`src/rtl/elastic_pipe_if.sv`:
```
`default_nettype none
// ============================================================================
// Module   : elastic_pipe_if
// Brief    : Handshake, flush and status bundle for elastic_pipe.
// Revision : 1.0 - initial release
// ============================================================================
interface elastic_pipe_if #(
   parameter int WIDTH = 32,
   parameter int DEPTH = 3,
   parameter int CW    = $clog2(DEPTH + 2)
);
   logic             InValid;
   logic             InReady;
   logic [WIDTH-1:0] InData;
   logic             OutValid;
   logic             OutReady;
   logic [WIDTH-1:0] OutData;
   logic             Flush;
   logic [CW-1:0]    Occupancy;
   logic [DEPTH-1:0] StageValid;

   modport master (
      output InValid, InData, OutReady, Flush,
      input  InReady, OutValid, OutData, Occupancy, StageValid
   );

   modport slave (
      input  InValid, InData, OutReady, Flush,
      output InReady, OutValid, OutData, Occupancy, StageValid
   );
endinterface
`default_nettype wire

```
`src/rtl/elastic_pipe.sv`:
```
`default_nettype none
// ============================================================================
// Module   : elastic_pipe
// Brief    : Elastic register chain with per-stage valid, valid/ready at both
//            ends, bubble collapse and synchronous flush.
//            Optional input skid buffer: ELASTIC_PIPE_SKID_BUF_EN.
// Revision : 1.0 - initial release
// ============================================================================
module elastic_pipe #(
   parameter int WIDTH = 32,
   parameter int DEPTH = 3,
   parameter int CW    = $clog2(DEPTH + 2)
) (
   input  wire logic     clk,
   input  wire logic     Reset,
   elastic_pipe_if.slave bus
);

   logic [DEPTH-1:0] stage_v_q;
   logic [DEPTH-1:0] stage_v_d;
   logic [WIDTH-1:0] stage_d_q [DEPTH];
   logic [WIDTH-1:0] stage_d_d [DEPTH];
   logic [CW-1:0]    occ_q;
   logic [CW-1:0]    occ_d;

   logic [DEPTH-1:0] w_rdy;
   logic [DEPTH-1:0] w_src_v;
   logic [WIDTH-1:0] w_src_d [DEPTH];
   logic             w_src0_v;
   logic [WIDTH-1:0] w_src0_d;
   logic [CW-1:0]    w_skid_cnt;

   // Ready ripples from the output back to the input so any bubble lets upstream advance.
   always_comb begin
      logic r;
      w_rdy = '0;
      r = ~stage_v_q[DEPTH-1] | bus.OutReady;
      w_rdy[DEPTH-1] = r;
      for (int i = DEPTH - 2; i >= 0; i--) begin
         r = ~stage_v_q[i] | r;
         w_rdy[i] = r;
      end
   end

   generate
      for (genvar gi = 0; gi < DEPTH; gi++) begin : g_src
         if (gi == 0) begin : g_head
            assign w_src_v[gi] = w_src0_v;
            assign w_src_d[gi] = w_src0_d;
         end else begin : g_body
            assign w_src_v[gi] = stage_v_q[gi-1];
            assign w_src_d[gi] = stage_d_q[gi-1];
         end
      end
   endgenerate

   // Data only loads with a valid beat so OutData keeps its last value while idle.
   always_comb begin
      stage_v_d = stage_v_q;
      stage_d_d = stage_d_q;
      for (int i = 0; i < DEPTH; i++) begin
         if (w_rdy[i]) begin
            stage_v_d[i] = w_src_v[i];
            if (w_src_v[i]) begin
               stage_d_d[i] = w_src_d[i];
            end
         end
      end
      if (bus.Flush) begin
         stage_v_d = '0;
      end
   end

`ifdef ELASTIC_PIPE_SKID_BUF_EN
   logic             skid_v_q;
   logic             skid_v_d;
   logic [WIDTH-1:0] skid_d_q;
   logic [WIDTH-1:0] skid_d_d;
   logic             w_in_xfer;

   assign bus.InReady = ~skid_v_q;
   assign w_in_xfer   = bus.InValid & ~skid_v_q;
   // A held skid beat always goes ahead of new input to keep FIFO order.
   assign w_src0_v    = skid_v_q | w_in_xfer;
   assign w_src0_d    = skid_v_q ? skid_d_q : bus.InData;
   assign w_skid_cnt  = CW'(skid_v_d);

   always_comb begin
      skid_v_d = skid_v_q;
      skid_d_d = skid_d_q;
      if (skid_v_q && w_rdy[0]) begin
         skid_v_d = 1'b0;
      end else if (w_in_xfer && !w_rdy[0]) begin
         skid_v_d = 1'b1;
         skid_d_d = bus.InData;
      end
      if (bus.Flush) begin
         skid_v_d = 1'b0;
      end
   end

   always_ff @(posedge clk) begin
      if (Reset) begin
         skid_v_q <= 1'b0;
         skid_d_q <= '0;
      end else begin
         skid_v_q <= skid_v_d;
         skid_d_q <= skid_d_d;
      end
   end
`else
   assign bus.InReady = w_rdy[0];
   assign w_src0_v    = bus.InValid & w_rdy[0];
   assign w_src0_d    = bus.InData;
   assign w_skid_cnt  = '0;
`endif

   always_comb begin
      occ_d = w_skid_cnt;
      for (int i = 0; i < DEPTH; i++) begin
         occ_d = occ_d + CW'(stage_v_d[i]);
      end
   end

   always_ff @(posedge clk) begin
      if (Reset) begin
         stage_v_q <= '0;
         occ_q     <= '0;
         for (int i = 0; i < DEPTH; i++) begin
            stage_d_q[i] <= '0;
         end
      end else begin
         stage_v_q <= stage_v_d;
         occ_q     <= occ_d;
         stage_d_q <= stage_d_d;
      end
   end

   assign bus.OutValid   = stage_v_q[DEPTH-1];
   assign bus.OutData    = stage_d_q[DEPTH-1];
   assign bus.Occupancy  = occ_q;
   assign bus.StageValid = stage_v_q;

endmodule
`default_nettype wire

```
`src/flat_wrapper.sv`:
```
// flat-port wrapper written by rule: the top's interface ports become plain ports
module elastic_pipe_flat 
#(
   parameter int WIDTH = 32,
   parameter int DEPTH = 3,
   parameter int CW    = $clog2(DEPTH + 2)
)
  (clk, Reset, bus_InValid, bus_InData, bus_OutReady, bus_Flush, bus_InReady, bus_OutValid, bus_OutData, bus_Occupancy, bus_StageValid);
  elastic_pipe_if #(.WIDTH(WIDTH), .DEPTH(DEPTH), .CW(CW)) bus_i ();
  input  wire logic clk;
  input  wire logic Reset;
  input wire logic [$bits(bus_i.InValid)-1:0] bus_InValid;
  input wire logic [$bits(bus_i.InData)-1:0] bus_InData;
  input wire logic [$bits(bus_i.OutReady)-1:0] bus_OutReady;
  input wire logic [$bits(bus_i.Flush)-1:0] bus_Flush;
  output wire logic [$bits(bus_i.InReady)-1:0] bus_InReady;
  output wire logic [$bits(bus_i.OutValid)-1:0] bus_OutValid;
  output wire logic [$bits(bus_i.OutData)-1:0] bus_OutData;
  output wire logic [$bits(bus_i.Occupancy)-1:0] bus_Occupancy;
  output wire logic [$bits(bus_i.StageValid)-1:0] bus_StageValid;
  assign bus_i.InValid = bus_InValid;
  assign bus_i.InData = bus_InData;
  assign bus_i.OutReady = bus_OutReady;
  assign bus_i.Flush = bus_Flush;
  assign bus_InReady = bus_i.InReady;
  assign bus_OutValid = bus_i.OutValid;
  assign bus_OutData = bus_i.OutData;
  assign bus_Occupancy = bus_i.Occupancy;
  assign bus_StageValid = bus_i.StageValid;
  elastic_pipe #(.WIDTH(WIDTH), .DEPTH(DEPTH), .CW(CW)) u_core (.clk(clk), .Reset(Reset), .bus(bus_i));
endmodule
```
`config.mk`:
```
export PLATFORM = sky130hd
export DESIGN_NAME = elastic_pipe_flat
export DESIGN_NICKNAME = d
export VERILOG_FILES = /design/src/rtl/elastic_pipe_if.sv /design/src/rtl/elastic_pipe.sv /design/src/flat_wrapper.sv
export SDC_FILE = /design/constraint.sdc
export NUM_CORES = 1
export LEC_CHECK = 0
export CORE_ASPECT_RATIO = 2
export CORE_UTILIZATION = 30
export DETAILED_ROUTE_END_ITERATION = 10
export PLACE_DENSITY_LB_ADDON = 0.12
export SYNTH_ARGS = -nofsm -noshare
export SYNTH_HDL_FRONTEND = slang
export SYNTH_SLANG_ARGS = --single-unit
export TNS_END_PERCENT = 100
```
`constraint.sdc`:
```
create_clock -name clk -period 2.15 [get_ports clk]
set_input_delay 0.215 -clock clk [delete_from_list [all_inputs] [get_ports clk]]
set_output_delay 0.215 -clock clk [all_outputs]
set_load 0.05 [all_outputs]
```
**Yosys cells after proc, flatten, opt, wreduce, memory -nomap -nowiden**

Index checks and enable logic that the tools add are counted.

- Logic and storage cells: 21
- Input port bits: 37
- Output and inout bits: 40
- Register bits: 102

- Reduce and logical (&&, ||, !) cells: 3
- Muxes and demuxes: 4
- Bitwise gates (word level): 7
- Add/sub/neg operators: 2

Operators with widths:

| operator | count |
|---|---|
| AND reduction 2 bit | 3 |
| adder 3 x 1 -> 3 bit | 1 |
| two-way mux 1 bit | 3 |
| two-way mux 3 bit | 1 |
| NOT 1 bit | 3 |
| OR 1 bit | 3 |
| adder 1 x 1 -> 2 bit | 1 |
| bitwise AND 1 bit | 1 |

**Logic depth before layout (Yosys ltp)**

Gate-level depths: netlist (run 1).

- Depth in word-level cells: 9
- Depth in mapped cells: 8
- Depth with buffers taken out: 7

**Least setup slack after synthesis (run 1)**

Ideal clock, no wire load.

- Path kind: reg-to-reg
- Start: register u_core.stage_v_q[2] (netlist: u_core.bus.StageValid[2])
- End: register u_core.occ_q[2] (netlist: u_core.bus.Occupancy[2])
- Period minus slack after synthesis: 2.194 ns
- Setup time: 0.114 ns
- Cell stages (with the launch flop): 9
- Required time: 2.036 ns
- Buffers on the path: 1
- Arrival time: 2.081 ns
- Setup slack: -0.044 ns
- Cell sequence: dfxtp_1 > nor2b_4 > buf_6 > a31oi_1 > nor2_1 > ha_1 > ha_1 > ha_1 > nor2b_1

- Longest elaborated chain between the ends: 9
- Elaborated cells on any way between the ends: 11
- Classes of those cells: add/sub: 2; mux: 4; bitwise: 5

RTL lines:

| what | RTL line | text |
|---|---|---|
| start, declared | elastic_pipe.sv:19 | `logic [DEPTH-1:0] stage_v_q;` |
| start signal, assigned | elastic_pipe.sv:133 | `stage_v_q <= stage_v_d;` |
| NOT 1 bit (*) | elastic_pipe.sv:37 | `r = ~stage_v_q[DEPTH-1] \| bus.OutReady;` |
| OR 1 bit (*) | elastic_pipe.sv:37 |  |
| OR 1 bit (*) (2 in a row) | elastic_pipe.sv:40 | `r = ~stage_v_q[i] \| r;` |
| bitwise AND 1 bit | elastic_pipe.sv:113 | `assign w_src0_v = bus.InValid & w_rdy[0];` |
| two-way mux 1 bit (*) | elastic_pipe.sv:62 | `if (w_rdy[i]) begin` |
| two-way mux 3 bit (*) | elastic_pipe.sv:69 | `if (bus.Flush) begin` |
| named net u_core.stage_v_d[0] | elastic_pipe.sv:20 | `logic [DEPTH-1:0] stage_v_d;` |
| adder 1 x 1 -> 2 bit (*) | elastic_pipe.sv:121 | `occ_d = occ_d + CW'(stage_v_d[i]);` |
| adder 3 x 1 -> 3 bit (*) | elastic_pipe.sv:121 |  |
| named net u_core.occ_d[2] | elastic_pipe.sv:24 | `logic [CW-1:0] occ_d;` |
| end signal, assigned | elastic_pipe.sv:128 | `occ_q <= '0;` |
| end signal, assigned | elastic_pipe.sv:134 | `occ_q <= occ_d;` |
| end, declared | elastic_pipe.sv:23 | `logic [CW-1:0] occ_q;` |

The timed path passes the listed nets; every way through them passes the cells marked *.
A chain may end at the register's enable or synchronous reset.

**Final worst setup path (run 1)**

- Start: register u_core.stage_v_q[0] (netlist: u_core.bus.StageValid[0])
- End: output port bus_StageValid[0]

RTL lines:

| what | RTL line | text |
|---|---|---|
| end, declared | flat_wrapper.sv:20 | `output wire logic [$bits(bus_i.StageValid)-1:0] bus_StageValid;` |

No word-level cell between the ends.

==> insert_results.sql, run 1 <==
INSERT INTO impl_metrics (metric_group, metric, value, unit) VALUES
('cts', 'clk-insertion-delay-late', '0.34', 'ns'),
('placed_design', 'post-dp-hpwl', '6290', 'um'),
('synthesis', 'ys_dominant_reg_cell', 'sky130_fd_sc_hd__dfxtp_1', ''),
('cts', 'ctsRootBufferMaster', 'sky130_fd_sc_hd__clkbuf_16', ''),
('synthesis', 'synth_common_cells', 'sky130_fd_sc_hd__dfxtp_1 (102), sky130_fd_sc_hd__nand2b_1 (97), sky130_fd_sc_hd__mux2i_1 (64), sky130_fd_sc_hd__buf_4 (38)', ''),
('synthesis', 'synthesis.yosys.warnings', '0', ''),
('cells_and_area', 'final_net_count', '519', ''),
('cells_and_area', 'stdcell_area', '5400', 'um^2'),
('critical_path', 'critical_path.slowest_cell', 'sky130_fd_sc_hd__clkdlybuf4s50_1', ''),
('flow_run', 'cap_viol_max_count', '0', ''),
('timing', 'max_freq', '513', 'MHz'),
('cts', 'h-tree-depth', '3', ''),
('timing', 'minimum_clock_period', '1.95', 'ns'),
('timing', 'period_share', '90.7', '%'),
('synthesis', 'synth.cell_area', '4420', 'um^2'),
('hold_path', 'hp-class', 'in -> reg', ''),
('grt', 'grt.total_usage', '13.5', '%'),
('floorplanning', 'die_h', '174', 'um'),
('timing', 'final-hold-violation-count', '0', ''),
('grt', 'antenna_found_initial', '0', ''),
('power', 'power_per_cell_area', '741', 'nW/um^2'),
('cts', 'cts_buffers', '9', ''),
('synthesis', 'synth-async-reset-ratio', '0', '%'),
('floorplanning', 'fp.dieArea', '15200', 'um^2'),
('detailed_routing', 'drt_pre_antenna_iters', '4', ''),
('critical_path', 'path_max_fanout', '6', ''),
('critical_path', 'cp_cell_sequence', 'clkdlybuf4s50_1', ''),
('critical_path', 'cp_data_arrival_time', '1.74', 'ns'),
('cells_and_area', 'area_growth_syn_to_fin', '22.4', '%'),
('detailed_routing', 'met2_wirelength', '5080', 'um'),
('timing', 'tightestPinTransition', '0.971', 'ns'),
('synthesis', 'yosys.cell_count.top_type', 'sky130_fd_sc_hd__dfxtp_1', ''),
('timing', 'fin_tns_setup', '0', 'ns'),
('cts', 'cts_setup_buffers', '0', ''),
('cts', 'post_cts.resized_instances', '0', ''),
('detailed_routing', 'detail_route.wirelength', '9680', 'um'),
('timing', 'finalMaxSlewViolations', '0', ''),
('synthesis', 'synth_area_leaders', 'sky130_fd_sc_hd__dfxtp_1 (46%), sky130_fd_sc_hd__mux2i_1 (15%), sky130_fd_sc_hd__nand2b_1 (14%)', ''),
('synthesis', 'post_synth_num_cell_types', '22', ''),
('placed_design', 'place_worst_setup_slack', '0.132', 'ns'),
('grt', 'grt_first_pass_wirelength', '15700', 'um'),
('synthesis', 'synth-edff-count', '0', ''),
('synthesis', 'yosys_register_bits', '102', ''),
('timing', 'finalSetupViolCount', '0', ''),
('detailed_routing', 'met3RoutedLength', '289', 'um'),
('synthesis', 'seq_area_frac_synth', '46.2', '%'),
('critical_path', 'startpoint_type', 'flip-flop', ''),
('timing', 'timing.clock.skew', '0.00796', 'ns'),
('floorplanning', 'fp-row-count', '62', ''),
('critical_path', 'worst_setup_path_end_kind', 'output port', ''),
('grt', 'maximum_number_of_pins_on_one_net_before_global_route_repair', '52', ''),
('placed_design', 'place.gp.congestion', '0.703', ''),
('critical_path', 'required', '1.93', 'ns'),
('cts', 'clk_transition_reported_paths', '0.07', 'ns'),
('run_status', 'outcome', 'finished clean', ''),
('cts', 'ctsLongestPathBuffers', '2', ''),
('cts', 'cts.sink_count', '102', ''),
('cts', 'tritoncts', 'yes', ''),
('detailed_routing', 'average_wire_per_cell_in_the_routed_design', '14.4', 'um'),
('detailed_routing', 'met1_length', '4130', 'um'),
('synthesis', 'syn-instance-count', '449', ''),
('critical_path', 'timing.reg2reg.setup_slack', '0.42', 'ns'),
('floorplanning', 'floorplan.initialDensity', '30.8', '%'),
('timing', 'grt_setup_unrepaired', 'false', ''),
('detailed_routing', 'postRouteAntennaNets', '0', ''),
('synthesis', 'mappedNetlistNets', '490', ''),
('synthesis', 'avgSynthCellArea', '9.83', 'um^2'),
('placed_design', 'placement.io_buffers', '76', ''),
('placed_design', 'placement.cell_area', '5080', 'um^2'),
('synthesis', 'yosys.area.top_type_share', '46.2', '%'),
('timing', 'finalWorstSetupSlack', '0.199', 'ns');
==> worst register-to-register path, cell delays in order, from the launching register on <==
cell	delay, ns
sky130_fd_sc_hd__dfxtp_1	0.52
sky130_fd_sc_hd__a31oi_1	0.15
sky130_fd_sc_hd__nor2_1	0.21
sky130_fd_sc_hd__ha_1	0.27
sky130_fd_sc_hd__ha_1	0.18
sky130_fd_sc_hd__ha_1	0.16
sky130_fd_sc_hd__nor2b_1	0.12
==> layer usage <==
metal / vias up / GRT usage [%]
li1: 1523 / -
met1: 1440 / 15.3
met2: 49 / 24.4
met3: 9 / 2.29
met4: 0 / 5.53
met5: - / 0
==> registers in the layout, indices dropped and copies added, names as in the netlist <==
register / cells
u_core.stage_d_q: 64
u_core.bus.OutData: 32
u_core.bus.Occupancy: 3
u_core.bus.StageValid: 3
==> metrics by stage <==
stage | hold slack [ns] | instances | utilization [%] | total power, mW
4_1_cts | 0.245 | 674 | 37.6 | 4.06
3_3_place_gp | 0.449 | 659 | 35.4 | 2.29
3_5_place_dp | 0.459 | 659 | 35.4 | 2.29
6_report | 0.249 | 674 | 37.6 | 4.00
5_1_grt | 0.265 | 674 | 37.6 | 4.15
2_1_floorplan | 0.287 | 449 | - | 2.18
==> cells by family after synthesis <==
logic type	count (synthesis)	synth area share, %
muxes	64	14.5
buffers and inverters	70	10.6
AOI/OAI and AO/OA	68	8.42
and+or+nand+nor	141	18.9
DFF	102	46.2
adders and majority gates	4	1.30
==> where the power goes <==
group	switching, mW	internal [mW]
sequential	0.0177	1.94
combinational	0.131	0.156
clock	0.712	1.05
==> worst paths after layout <==
kind	cells past startpoint	start	endpoint
worst min-delay path	2	Reset	u_core.bus.OutData[5]
worst max register to register	6	u_core.bus.StageValid[0]	u_core.bus.Occupancy[2]
worst max-delay path	1	u_core.bus.StageValid[0]	bus_StageValid[0]
worst min register to register	2	u_core.stage_d_q[48]	u_core.bus.OutData[16]
==> final cells by class <==
class	instances	area, um^2
Sequential cell	102	2040
Clock buffer	10	239
Multi-Input combinational cell	277	1910
Timing Repair Buffer	86	881
Fill cell	1452	8950
Clock inverter	5	83.8
Tap cell	192	240
Inverter	2	7.51
==> placed cells by master (no fill, tap or decap), types with 2 or more instances in the layout <==
cell                              instances
sky130_fd_sc_hd__nand2b_1                96
sky130_fd_sc_hd__clkdlybuf4s50_1         74
sky130_fd_sc_hd__nor3_1                   3
sky130_fd_sc_hd__nand3_1                 33
sky130_fd_sc_hd__ha_1                     3
sky130_fd_sc_hd__dfxtp_1                100
sky130_fd_sc_hd__bufinv_16                2
sky130_fd_sc_hd__inv_1                    2
sky130_fd_sc_hd__buf_4                    8
sky130_fd_sc_hd__clkbuf_16                9
sky130_fd_sc_hd__o21ai_0                 32
sky130_fd_sc_hd__dfxtp_2                  2
sky130_fd_sc_hd__nor2_1                   4
sky130_fd_sc_hd__buf_12                   4
sky130_fd_sc_hd__a21oi_1                 33
sky130_fd_sc_hd__mux2i_1                 64
sky130_fd_sc_hd__nor2b_1                  3
sky130_fd_sc_hd__clkinvlp_4               2
No activity file was read; power rests on OpenSTA's default activity.
==> inputs of run 2 (changes only) <==
- CORE_ASPECT_RATIO: 2 -> 0.8
- CTS_CLUSTER_SIZE: unset -> 25
- PLACE_DENSITY_LB_ADDON: 0.12 -> 0.3
==> insert_results.sql, run 2 (same netlist as run 1, synthesis figures left out) <==
INSERT INTO impl_metrics (metric_group, metric, value, unit) VALUES
('critical_path', 'path_max_fanout', '6', ''),
('critical_path', 'startpoint_type', 'flip-flop', ''),
('grt', 'grt_pass1_vias', '3192', ''),
('power', 'vdd.ir_drop.worst', '0.393', 'mV'),
('floorplanning', 'fp-row-count', '39', ''),
('timing', 'grt_setup_unrepaired', 'false', ''),
('cells_and_area', 'mostFrequentLayoutCell', 'sky130_fd_sc_hd__dfxtp_1', ''),
('placed_design', 'place_worst_setup_slack', '0.0872', 'ns'),
('timing', 'finalWorstSetupSlack', '0.252', 'ns'),
('hold_path', 'hp-class', 'in -> reg', ''),
('hold_path', 'hold_start', 'Reset', ''),
('critical_path', 'critPathBufInv', '1', ''),
('timing', 'period_share', '88.3', '%'),
('critical_path', 'delay_contributed_by_the_slowest_stage_of_the_critical_path', '0.86', 'ns'),
('cts', 'ctsLongestPathBuffers', '2', ''),
('timing', 'tightestPinTransition', '0.941', 'ns'),
('cells_and_area', 'layout_filler_cell_count', '1441', ''),
('timing', 'finalMaxSlewViolations', '0', ''),
('cts', 'ctsRootBufferMaster', 'sky130_fd_sc_hd__clkbuf_16', ''),
('critical_path', 'crit_path_start', 'u_core.bus.StageValid[0]', ''),
('cells_and_area', 'antennaDiodeCount', '0', ''),
('cells_and_area', 'proportion_of_layout_cells_with_a_drive_suffix_above_1', '7.22', '%'),
('power', 'power_per_cell_area', '747', 'nW/um^2'),
('timing', 'timing.slew.headroom', '37.2', '%'),
('cts', 'count_of_hold_buffers_inserted_by_post_cts_repair', '0', ''),
('floorplanning', 'die_width', '138', 'um'),
('cts', 'clk-insertion-delay-late', '0.34', 'ns'),
('grt', 'maximum_number_of_pins_on_one_net_before_global_route_repair', '59', ''),
('critical_path', 'worst_setup_path_end_kind', 'output port', ''),
('cts', 'h-tree-depth', '3', ''),
('cells_and_area', 'area_growth_syn_to_fin', '22.6', '%'),
('placed_design', 'place.gp.congestion', '0.737', ''),
('timing', 'timing.clock.skew', '0.00597', 'ns'),
('detailed_routing', 'drc', '0', ''),
('timing', 'minimum_clock_period', '1.90', 'ns'),
('critical_path', 'critical_path.reg2reg.startpoint', 'u_core.bus.StageValid[1]', ''),
('cts', 'tritoncts', 'yes', ''),
('cts', 'cts.sink_count', '102', ''),
('detailed_routing', 'drt_pre_antenna_iters', '4', ''),
('detailed_routing', 'average_vias_per_placed_instance', '4.62', ''),
('placed_design', 'placed_cells_incl_taps', '653', ''),
('floorplanning', 'floorplan.core_area', '14300', 'um^2'),
('critical_path', 'required', '1.93', 'ns'),
('run_status', 'outcome', 'finished clean', ''),
('detailed_routing', 'drt_first_iter_violations', '145', ''),
('grt', 'grt.total_usage', '13.5', '%'),
('critical_path', 'critical_path.slowest_cell', 'sky130_fd_sc_hd__clkdlybuf4s50_1', ''),
('critical_path', 'cp_cell_sequence', 'clkdlybuf4s50_1', ''),
('placed_design', 'post-dp-hpwl', '6220', 'um'),
('placed_design', 'placement.io_buffers', '76', ''),
('critical_path', 'critical_path_class', 'reg -> out', ''),
('grt', 'grt_first_pass_wirelength', '15900', 'um'),
('cells_and_area', 'final_cell_mix', 'sky130_fd_sc_hd__dfxtp_1 (100), sky130_fd_sc_hd__nand2b_1 (97), sky130_fd_sc_hd__clkdlybuf4s50_1 (73), sky130_fd_sc_hd__mux2i_1 (64)', ''),
('floorplanning', 'floorplan.initialDensity', '30.8', '%'),
('timing', 'timing.hold.ws', '0.346', 'ns'),
('grt', 'globalRoute.totalOverflow', '0', ''),
('timing', 'fin_tns_setup', '0', 'ns'),
('cts', 'cts_buffers', '9', ''),
('timing', 'finalSetupViolCount', '0', ''),
('flow_run', 'cap_viol_max_count', '0', ''),
('floorplanning', 'die_h', '111', 'um'),
('detailed_routing', 'detail_route.wirelength', '9600', 'um'),
('timing', 'max_freq', '527', 'MHz'),
('cts', 'cts_setup_buffers', '0', ''),
('detailed_routing', 'average_wire_per_cell_in_the_routed_design', '14.3', 'um'),
('critical_path', 'cp_data_arrival_time', '1.68', 'ns'),
('grt', 'antenna_found_initial', '0', ''),
('cts', 'post_cts.resized_instances', '0', ''),
('cts', 'clk_transition_reported_paths', '0.06', 'ns'),
('detailed_routing', 'dr_total_vias', '3093', ''),
('cells_and_area', 'top_register_by_number_of_flip_flops', 'u_core.stage_d_q', ''),
('floorplanning', 'fp.dieArea', '15200', 'um^2'),
('cells_and_area', 'filler_free_cell_count_of_the_finished_design', '669', ''),
('floorplanning', 'pin_count', '77', ''),
('cells_and_area', 'largest_reg_flops', '64', ''),
('cells_and_area', 'final_net_count', '521', ''),
('critical_path', 'path_delay_family', 'buffers and inverters', ''),
('power', 'p_leak', '1.94', 'nW'),
('detailed_routing', 'postRouteAntennaNets', '0', ''),
('timing', 'final-hold-violation-count', '0', ''),
('cells_and_area', 'layout.core_utilization', '37.7', '%');
[run 2: layout make-up]
cell class,count,area (um^2),area share (%)
Clock buffer,13,270,4.99
Clock inverter,3,65.1,1.20
Inverter,2,7.51,0.139
Multi-Input combinational cell,277,1900,35.2
Sequential cell,102,2040,37.8
Tap cell,184,230,4.25
Timing Repair Buffer,88,893,16.5
[run 2: path summary, 6_finish.rpt]
check / endpoint / slack, ns / cells after the start
worst min register to register: u_core.bus.OutData[1] / 0.47 / 2
worst max-delay path: bus_StageValid[0] / 0.25 / 1
worst min-delay path: u_core.bus.Occupancy[0] / 0.35 / 2
worst max register to register: u_core.bus.OutData[17] / 0.34 / 4
[run 2: stage by stage]
step / total power, mW / area (um^2)
2_1_floorplan: 2.18 / 4420
3_3_place_gp: 2.29 / 5080
3_5_place_dp: 2.29 / 5080
4_1_cts: 4.11 / 5420
5_1_grt: 4.22 / 5420
6_report: 4.05 / 5420
[run 2: report_power, final]
group	switching, mW	internal [mW]
logic	0.133	0.158
registers	0.0170	1.94
clock network	0.686	1.11
[run 2: metal layers]
layer | up-vias | part of all wire (%) | track usage, %
li1 | 1534 | - | -
met1 | 1464 | 49 | 17.7
met2 | 84 | 45 | 21.0
met3 | 11 | 5.4 | 4.04
met4 | 0 | 1.2 | 4.03
met5 | - | 0 | 0
